<file path="src/rtl/and4_bist_pkg.sv">
// Shared types and constants for the and4_bist self-test engine.
package and4_bist_pkg;

    typedef enum logic [2:0] {
        IDLE,
        DRIVE,
        SETTLE,
        CHECK,
        DONE
    } state_t;

    function automatic int vec_count(input int width);
        return 2 ** (2 * width);
    endfunction

    function automatic int sat_max(input int err_w);
        return (2 ** err_w) - 1;
    endfunction

    localparam int VEC_COUNT   = vec_count(4);
    localparam int ERR_SAT_MAX = sat_max(9);

endpackage

</file>
<file path="src/rtl/bist_sat_counter.sv">
// Saturating mismatch counter: clear has priority over inc, holds at all-ones.
module bist_sat_counter
    import and4_bist_pkg::*;
#(
    parameter int ERR_W = 9
) (
    input  logic             clk,
    input  logic             rst,
    input  logic             clear,
    input  logic             inc,
    output logic [ERR_W-1:0] count
);

    localparam logic [ERR_W-1:0] MAX_COUNT = ERR_W'(sat_max(ERR_W));

    logic [ERR_W-1:0] count_q, count_d;

    always_comb begin
        count_d = count_q;
        if (clear) begin
            count_d = '0;
        end else if (inc && (count_q != MAX_COUNT)) begin
            count_d = count_q + 1'b1;
        end
    end

    always_ff @(posedge clk or posedge rst) begin
        if (rst) begin
            count_q <= '0;
        end else begin
            count_q <= count_d;
        end
    end

    assign count = count_q;

endmodule

</file>
<file path="src/rtl/and4_bist.sv">
// Exhaustive self-test engine for a WIDTH-bit AND slice.
// Optional build macro AND4_BIST_STOP_ON_FAIL_EN ends the run on the first mismatch.
module and4_bist
    import and4_bist_pkg::*;
#(
    parameter int WIDTH         = 4,
    parameter int SETTLE_CYCLES = 1,
    parameter int ERR_W         = 9
) (
    input  logic             clk,
    input  logic             rst,
    input  logic             start,
    output logic [WIDTH-1:0] dut_a,
    output logic [WIDTH-1:0] dut_b,
    input  logic [WIDTH-1:0] dut_y,
    output logic             busy,
    output logic             done,
    output logic             pass,
    output logic [ERR_W-1:0] err_count,
    output logic [WIDTH-1:0] fail_a,
    output logic [WIDTH-1:0] fail_b,
    output logic [WIDTH-1:0] fail_y
);

    localparam int IDX_W = 2 * WIDTH;
    localparam logic [IDX_W-1:0] IDX_LAST = IDX_W'(vec_count(WIDTH) - 1);
    localparam logic [3:0] SETTLE_LAST = 4'(SETTLE_CYCLES - 1);
    localparam state_t AFTER_DRIVE = (SETTLE_CYCLES > 0) ? SETTLE : CHECK;

    state_t           state_q, state_d;
    logic [IDX_W-1:0] idx_q, idx_d;
    logic [3:0]       settle_q, settle_d;
    logic [WIDTH-1:0] dut_a_q, dut_a_d, dut_b_q, dut_b_d;
    logic [WIDTH-1:0] fail_a_q, fail_a_d, fail_b_q, fail_b_d, fail_y_q, fail_y_d;
    logic             busy_q, busy_d, done_q, done_d, pass_q, pass_d;
    logic             cnt_clear, cnt_inc, mismatch, err_zero;
    logic [ERR_W-1:0] err_cnt;

    assign mismatch = (dut_y != (dut_a_q & dut_b_q));
    assign err_zero = (err_cnt == '0);

    always_comb begin
        state_d   = state_q;
        idx_d     = idx_q;
        settle_d  = settle_q;
        dut_a_d   = dut_a_q;
        dut_b_d   = dut_b_q;
        fail_a_d  = fail_a_q;
        fail_b_d  = fail_b_q;
        fail_y_d  = fail_y_q;
        busy_d    = busy_q;
        done_d    = done_q;
        pass_d    = pass_q;
        cnt_clear = 1'b0;
        cnt_inc   = 1'b0;

        case (state_q)
            // The accepting edge also drives vector 0, so a run is exactly
            // vectors * (2 + SETTLE_CYCLES) cycles long.
            IDLE, DONE: begin
                if (start) begin
                    idx_d     = '0;
                    dut_a_d   = '0;
                    dut_b_d   = '0;
                    fail_a_d  = '0;
                    fail_b_d  = '0;
                    fail_y_d  = '0;
                    settle_d  = '0;
                    busy_d    = 1'b1;
                    done_d    = 1'b0;
                    pass_d    = 1'b0;
                    cnt_clear = 1'b1;
                    state_d   = AFTER_DRIVE;
                end
            end
            DRIVE: begin
                dut_a_d  = idx_q[WIDTH-1:0];
                dut_b_d  = idx_q[IDX_W-1:WIDTH];
                settle_d = '0;
                state_d  = AFTER_DRIVE;
            end
            SETTLE: begin
                settle_d = settle_q + 1'b1;
                if (settle_q == SETTLE_LAST) begin
                    state_d = CHECK;
                end
            end
            CHECK: begin
                cnt_inc = mismatch;
                if (mismatch && err_zero) begin
                    fail_a_d = dut_a_q;
                    fail_b_d = dut_b_q;
                    fail_y_d = dut_y;
                end
`ifdef AND4_BIST_STOP_ON_FAIL_EN
                if (mismatch || (idx_q == IDX_LAST)) begin
`else
                if (idx_q == IDX_LAST) begin
`endif
                    busy_d  = 1'b0;
                    done_d  = 1'b1;
                    pass_d  = err_zero && !mismatch;
                    state_d = DONE;
                end else begin
                    idx_d   = idx_q + 1'b1;
                    state_d = DRIVE;
                end
            end
            default: state_d = IDLE;
        endcase
    end

    always_ff @(posedge clk or posedge rst) begin
        if (rst) begin
            state_q  <= IDLE;
            idx_q    <= '0;
            settle_q <= '0;
            dut_a_q  <= '0;
            dut_b_q  <= '0;
            fail_a_q <= '0;
            fail_b_q <= '0;
            fail_y_q <= '0;
            busy_q   <= 1'b0;
            done_q   <= 1'b0;
            pass_q   <= 1'b0;
        end else begin
            state_q  <= state_d;
            idx_q    <= idx_d;
            settle_q <= settle_d;
            dut_a_q  <= dut_a_d;
            dut_b_q  <= dut_b_d;
            fail_a_q <= fail_a_d;
            fail_b_q <= fail_b_d;
            fail_y_q <= fail_y_d;
            busy_q   <= busy_d;
            done_q   <= done_d;
            pass_q   <= pass_d;
        end
    end

    bist_sat_counter #(
        .ERR_W (ERR_W)
    ) u_err_cnt (
        .clk   (clk),
        .rst   (rst),
        .clear (cnt_clear),
        .inc   (cnt_inc),
        .count (err_cnt)
    );

    assign dut_a     = dut_a_q;
    assign dut_b     = dut_b_q;
    assign busy      = busy_q;
    assign done      = done_q;
    assign pass      = pass_q;
    assign err_count = err_cnt;
    assign fail_a    = fail_a_q;
    assign fail_b    = fail_b_q;
    assign fail_y    = fail_y_q;

endmodule

</file>
<file path="config.mk">
export PLATFORM = sky130hd
export DESIGN_NAME = and4_bist
export DESIGN_NICKNAME = d
export VERILOG_FILES = /design/src/rtl/and4_bist_pkg.sv /design/src/rtl/bist_sat_counter.sv /design/src/rtl/and4_bist.sv
export SDC_FILE = /design/constraint.sdc
export NUM_CORES = 1
export LEC_CHECK = 0
export CORE_MARGIN = 2
export CORE_UTILIZATION = 30
export DETAILED_ROUTE_END_ITERATION = 8
export DONT_BUFFER_PORTS = 1
export SETUP_SLACK_MARGIN = 0.3
export SYNTH_ARGS = -nofsm -noshare
export SYNTH_HDL_FRONTEND = slang
export SYNTH_SLANG_ARGS = --single-unit
</file>
<file path="constraint.sdc">
create_clock -name clk -period 1.7 [get_ports clk]
set_input_delay 0.34 -clock clk [delete_from_list [all_inputs] [get_ports clk]]
set_output_delay 0.34 -clock clk [all_outputs]
set_load 0.02 [all_outputs]
</file>
== After elaboration in Yosys (flattened, before gate mapping) ==
Cells that the tools add are included.
W data, S select, Z words.

* Bits in registers: 47
* Word-level logic and storage cells: 76

* Equality and inequality tests: 12
* Bitwise gates (word level): 1
* Reduce and logical (&&, ||, !) cells: 18
* Mux-type cells: 30
* Add/subtract/negate cells: 3

{| class="wikitable"
|+ Operators with widths
! cell !! number
|-
| $pmux W4 S2 || 5
|-
| $mux W9 || 2
|-
| $mux W4 || 4
|-
| $mux W8 || 2
|-
| $pmux W8 S2 || 1
|-
| $pmux W3 S4 || 1
|-
| $pmux W4 S3 || 1
|-
| $ne A2 B2 Y1 const B || 5
|-
| $add A9 B1 Y9 const B || 1
|-
| $logic_not A9 Y1 || 1
|-
| $mux W3 || 3
|-
| $ne A9 B9 Y1 const B || 1
|-
| $reduce_and A3 Y1 || 3
|-
| $add A8 B1 Y8 const B || 1
|-
| $eq A8 B8 Y1 const B || 1
|-
| $mux W1 || 8
|-
| $eq A3 B2 Y1 const B || 2
|-
| $pmux W1 S2 || 3
|-
| $reduce_and A2 Y1 || 3
|-
| $reduce_bool A2 Y1 || 3
|-
| $add A4 B1 Y4 const B || 1
|-
| $and A4 B4 Y4 || 1
|-
| $logic_not A4 Y1 || 1
|-
| $ne A4 B4 Y1 || 1
|-
| 7 further kinds || 9
|}

== Longest topological paths before layout ==
* Word-level depth: 6
* Depth in mapped cells: 7
* Gate-level depth less buffers: 7

== Cells and area by module ==
From an unflattened synthesis, not the netlist that was laid out.

* Cell total of the unflattened synthesis: 229
* Area total of the unflattened synthesis: 2,309.7 um2

{| class="wikitable"
|+ By module, submodules not included
! module !! sequential area each (um2) !! area each (um2) !! cells an instance !! times used
|-
| and4_bist || 950.9 || 1,843.0 || 182 || 1
|-
| bist_sat_counter || 225.2 || 466.7 || 47 || 1
|}

== Worst setup path after synthesis ==
Ideal clock, no wire load.

* Path type: flip-flop to flip-flop
* Start: reg u_err_cnt.count_q[0], in the netlist u_err_cnt.count[0]
* End: reg u_err_cnt.count_q[4], in the netlist u_err_cnt.count[4]
* Cell stages (with the launch flop): 8
* Buffers on the path: 0
* Data arrival time: 1.936 ns
* Setup slack: -0.315 ns
* Required time: 1.621 ns
* Path through: dfrtp_1 ha_1 nand2_1 nor3_1 ha_1 or4b_1 a21oi_1 mux2i_1

* Word-level cells in the longest chain between the ends: 3
* Elaborated cells on any way between the ends: 6
* Classes of those cells: 1 x add/sub; 1 x eq/ne; 2 x mux; 2 x reduce/logical

{| class="wikitable"
|+ RTL lines
! what !! RTL line !! source
|-
| from (decl) || bist_sat_counter.sv:16 || <nowiki>logic [ERR_W-1:0] count_q, count_d;</nowiki>
|-
| from (signal assigned) || bist_sat_counter.sv:31 || <nowiki>count_q <= count_d;</nowiki>
|-
| $add A9 B1 Y9 / $ne A9 B9 Y1 (equally long branches) || bist_sat_counter.sv:23, bist_sat_counter.sv:22 ||
|-
| $mux W9 / $logic_and A1 B1 Y1 (equally long branches) || bist_sat_counter.sv:22 || <nowiki>end else if (inc && (count_q != MAX_COUNT)) begin</nowiki>
|-
| $mux W9 / $reduce_bool A2 Y1 (equally long branches) || - ||
|}

Parallel ways exist; a longest one is shown, timed or not. The select of a mux whose other input is x is not followed.
A chain may end at the register's enable or synchronous reset.

== Worst setup path after layout ==
Same ends and word-level chain as after synthesis.

==> flow_metrics.env <==
export IMPL_rrSetupSlack_ps=-90
export IMPL_cpMostUsedCell="ha_4"
export IMPL_final_common_cell="buf_4"
export IMPL_startpoint_type="flip-flop"
export IMPL_timing_rr_end="u_err_cnt.count[4]$_DFFE_PP0P_"
export IMPL_crit_fanout=4
export IMPL_start_util_pct=31.2
export IMPL_clock_skew_ps=5.74
export IMPL_hold_end="fail_y[3]$_DFFE_PP0P_"
export IMPL_fmax_mhz=558
export IMPL_syn_area_um2=2430
export IMPL_max_vdd_ir_drop_mv=0.547
export IMPL_synth_cells=232
export IMPL_area_delta_synth_final_pct=53.9
export IMPL_syn_avg_cell_area_um2=10.5
export IMPL_cts_clk_slew_worst_paths_ps=90
export IMPL_hold_class="in -> reg"
export IMPL_nets=317
export IMPL_powerDensity_nw_per_um2=1320
export IMPL_port_buffer_count=0
export IMPL_n_antenna_cell=0
export IMPL_drt_total_wl_um=7080
export IMPL_place_gp_congestion=0.785
export IMPL_via_per_inst=5.11
export IMPL_synth_top_area_share_pct=48.3
export IMPL_clk_latency_ps=310
export IMPL_clockBufferDepth=2
export IMPL_status="finished, violations left"
export IMPL_synth_seq_area_share_pct=48.3
export IMPL_clock_sinks=47
export IMPL_final_area_um2=3740
export IMPL_antenna_found_initial=0
export IMPL_die_w_um=94.1
export IMPL_yosysWarnings=0
export IMPL_slew_headroom_pct=59.3
export IMPL_io_pins=39
export IMPL_grt_pass1_wl_um=10900
export IMPL_synth_cell_type_count=52
export IMPL_netlist_top_cells_area="dfrtp_1, mux2i_1, nand2_1, ha_1, a22o_1"
export IMPL_syn_nets=245
export IMPL_dp_cells=368
export IMPL_met3_length_um=294
export IMPL_rsz0062_at_grt="yes"
export IMPL_root_buffer="clkbuf_8"
export IMPL_drv_slew=0
export IMPL_die_h_um=94.1
export IMPL_dp_hpwl_um=4320
export IMPL_synthArstFlopShare_pct=100
export IMPL_fin_setup_tns_ps=-140
export IMPL_finalCritPeriodShare_pct=106
export IMPL_drv_cap=0
export IMPL_highest_layer="met4"
export IMPL_grt_pass1_vias=2035
export IMPL_synthFlopType="dfrtp_1"
export IMPL_total_power_mw=4.95
export IMPL_num_vias=2080
export IMPL_instances_no_fill=407
export IMPL_period_needed_ps=1790
export IMPL_finalHoldViolCount=0
export IMPL_cts_made_buffers=5
export IMPL_cp_slowest_cell="or4b_4"
export IMPL_r2r_start="u_err_cnt.count[0]$_DFFE_PP0P_"
export IMPL_grt_max_degree=28
export IMPL_met1_length_um=3000
export IMPL_routedWlPerCell_um=17.4
export IMPL_r2r_cells=7
export IMPL_dieArea_um2=8850
export IMPL_dr_pass1_iters=4
export IMPL_synth_edf_count=0
export IMPL_arrival_ps=2030
export IMPL_dpl_cell_area_um2=2910
export IMPL_synth_seq_cells=47
export IMPL_final_util_pct=48.0
export IMPL_setup_slack_ps=-93.6
export IMPL_path_cells="ha_4, nand2_4, nor3_4, ha_4, or4b_4, a21oi_2, mux2i_1"
export IMPL_end_kind="flip-flop"
export IMPL_grt_overflow=0
export IMPL_drive_gt1_share_pct=48.2
export IMPL_drc_errors=0
export IMPL_crit_path_max_incr_delay_ps=480
export IMPL_setup_viol=4
export IMPL_mostFrequentLayoutCells="buf_4, nand2_1, dfrtp_1"
export IMPL_grt_total_usage_pct=16.0
export IMPL_drt_iter0_drc=75
export IMPL_crit_required_ps=1940
export IMPL_worstHoldPathCells=2
export IMPL_cts_tree="yes"
export IMPL_core_um2=7810
export IMPL_htreeDepth=2
export IMPL_tightest_slew_ps=609
export IMPL_row_count=32
export IMPL_violations="negative setup slack"
export IMPL_ant_nets=0
export IMPL_met2_length_um=3630
export IMPL_p_leak_nw=1.65
export IMPL_worstSetupPathType="reg -> reg"
export IMPL_min_from="dut_y[3]"
export IMPL_yosys_area_top_type="dfrtp_1"
logic make-up (layout without fill, tap and decap cells):
logic type | Yosys count | in the layout | synth area share [%]
AND/OR/NAND/NOR | 91 | 92 | 20.5
flip-flops | 47 | 47 | 48.3
AO/OA/AOI/OAI | 44 | 44 | 13.4
multiplexers | 23 | 23 | 9.51
buffers and inverters | 17 | 89 | 3.70
adder cells (fa/ha/maj) | 6 | 6 | 3.08
XOR/XNOR | 4 | 4 | 1.44
worst max path at each step:
stage                                    from                              to  slack (ps)  cells after the start
6_report       u_err_cnt.count[0]$_DFFE_PP0P_  u_err_cnt.count[4]$_DFFE_PP0P_         -90                      7
5_1_grt        u_err_cnt.count[2]$_DFFE_PP0P_           fail_b[3]$_DFFE_PP0P_        -140                      6
4_1_cts        u_err_cnt.count[0]$_DFFE_PP0P_  u_err_cnt.count[4]$_DFFE_PP0P_         -90                      7
3_5_place_dp   u_err_cnt.count[1]$_DFFE_PP0P_           fail_b[3]$_DFFE_PP0P_         -90                      7
3_3_place_gp   u_err_cnt.count[1]$_DFFE_PP0P_           fail_a[3]$_DFFE_PP0P_         -60                      7
2_1_floorplan  u_err_cnt.count[0]$_DFFE_PP0P_  u_err_cnt.count[4]$_DFFE_PP0P_        -100                      7
report_power, final:
part / total [mW] / switching [mW] / internal, mW
clock: 1.00 / 0.413 / 0.588
sequential: 1.56 / 0.237 / 1.32
combinational: 2.40 / 1.10 / 1.29
area by class of cell:
cell class | count | area [um2]
inverter | 8 | 33.8
sequential | 47 | 1190
clock buffer | 6 | 72.6
clock inverter | 2 | 60.1
tap | 102 | 128
multi-input combinational | 169 | 1510
fill | 706 | 4060
timing repair buffer | 73 | 752
timing repair:
action                     4_1_cts  5_1_grt
resized for setup               48       40
cloned                           4        0
pin swaps                       16       18
hold buffers                     1        0
setup endpoints to repair       45       48
setup buffers                   20        6
hold endpoints to repair        25        0
state kept, by name, indices dropped and copies added (netlist names), 3 cells and up:
| register | cells |
|---|---|
| dut_b | 4 |
| u_err_cnt.count | 9 |
| state_q | 3 |
| fail_a | 4 |
| fail_y | 4 |
| settle_q | 4 |
| dut_a | 4 |
| idx_q | 8 |
| fail_b | 4 |
synth_stat cells (2+ instances only):
master / instances
dfrtp_1: 47
nand2_1: 44
mux2i_1: 22
a21oi_1: 8
inv_1: 8
a22o_1: 6
ha_1: 6
nand2b_1: 6
nor2_1: 5
and3_1: 4
nand4_1: 4
nor3_1: 4
o21ai_0: 4
o21ai_1: 4
a31oi_1: 3
buf_2: 3
nand3_1: 3
o211ai_1: 3
o22ai_1: 3
or3b_1: 3
xnor2_1: 3
a2111oi_2: 2
a21o_1: 2
buf_4: 2
buf_6: 2
nand3b_1: 2
nor3b_2: 2
nor4_1: 2
nor4b_1: 2
per-stage QoR:
step	setup slack, ps	hold slack (ps)
after floorplan	-105	363
after global placement	-62.0	308
after detailed placement	-89.9	312
after CTS	-87.4	159
after global routing	-140	164
final	-93.6	159
routing by layer:
metal / vias to the layer above / track usage [%]
met5: - / 0
met4: 0 / 4.95
met3: 15 / 3.21
met2: 38 / 26.2
met1: 1040 / 21.3
li1: 987 / -
worst max-delay path, delay by kind of cell (launching register included):
kind            cells  cell delay, ps
flops               1             450
compound gates      1             130
simple gates        3             600
mux                 1             190
fa+ha+maj           2             360
Note: power is estimated with default switching activity, not from simulation.
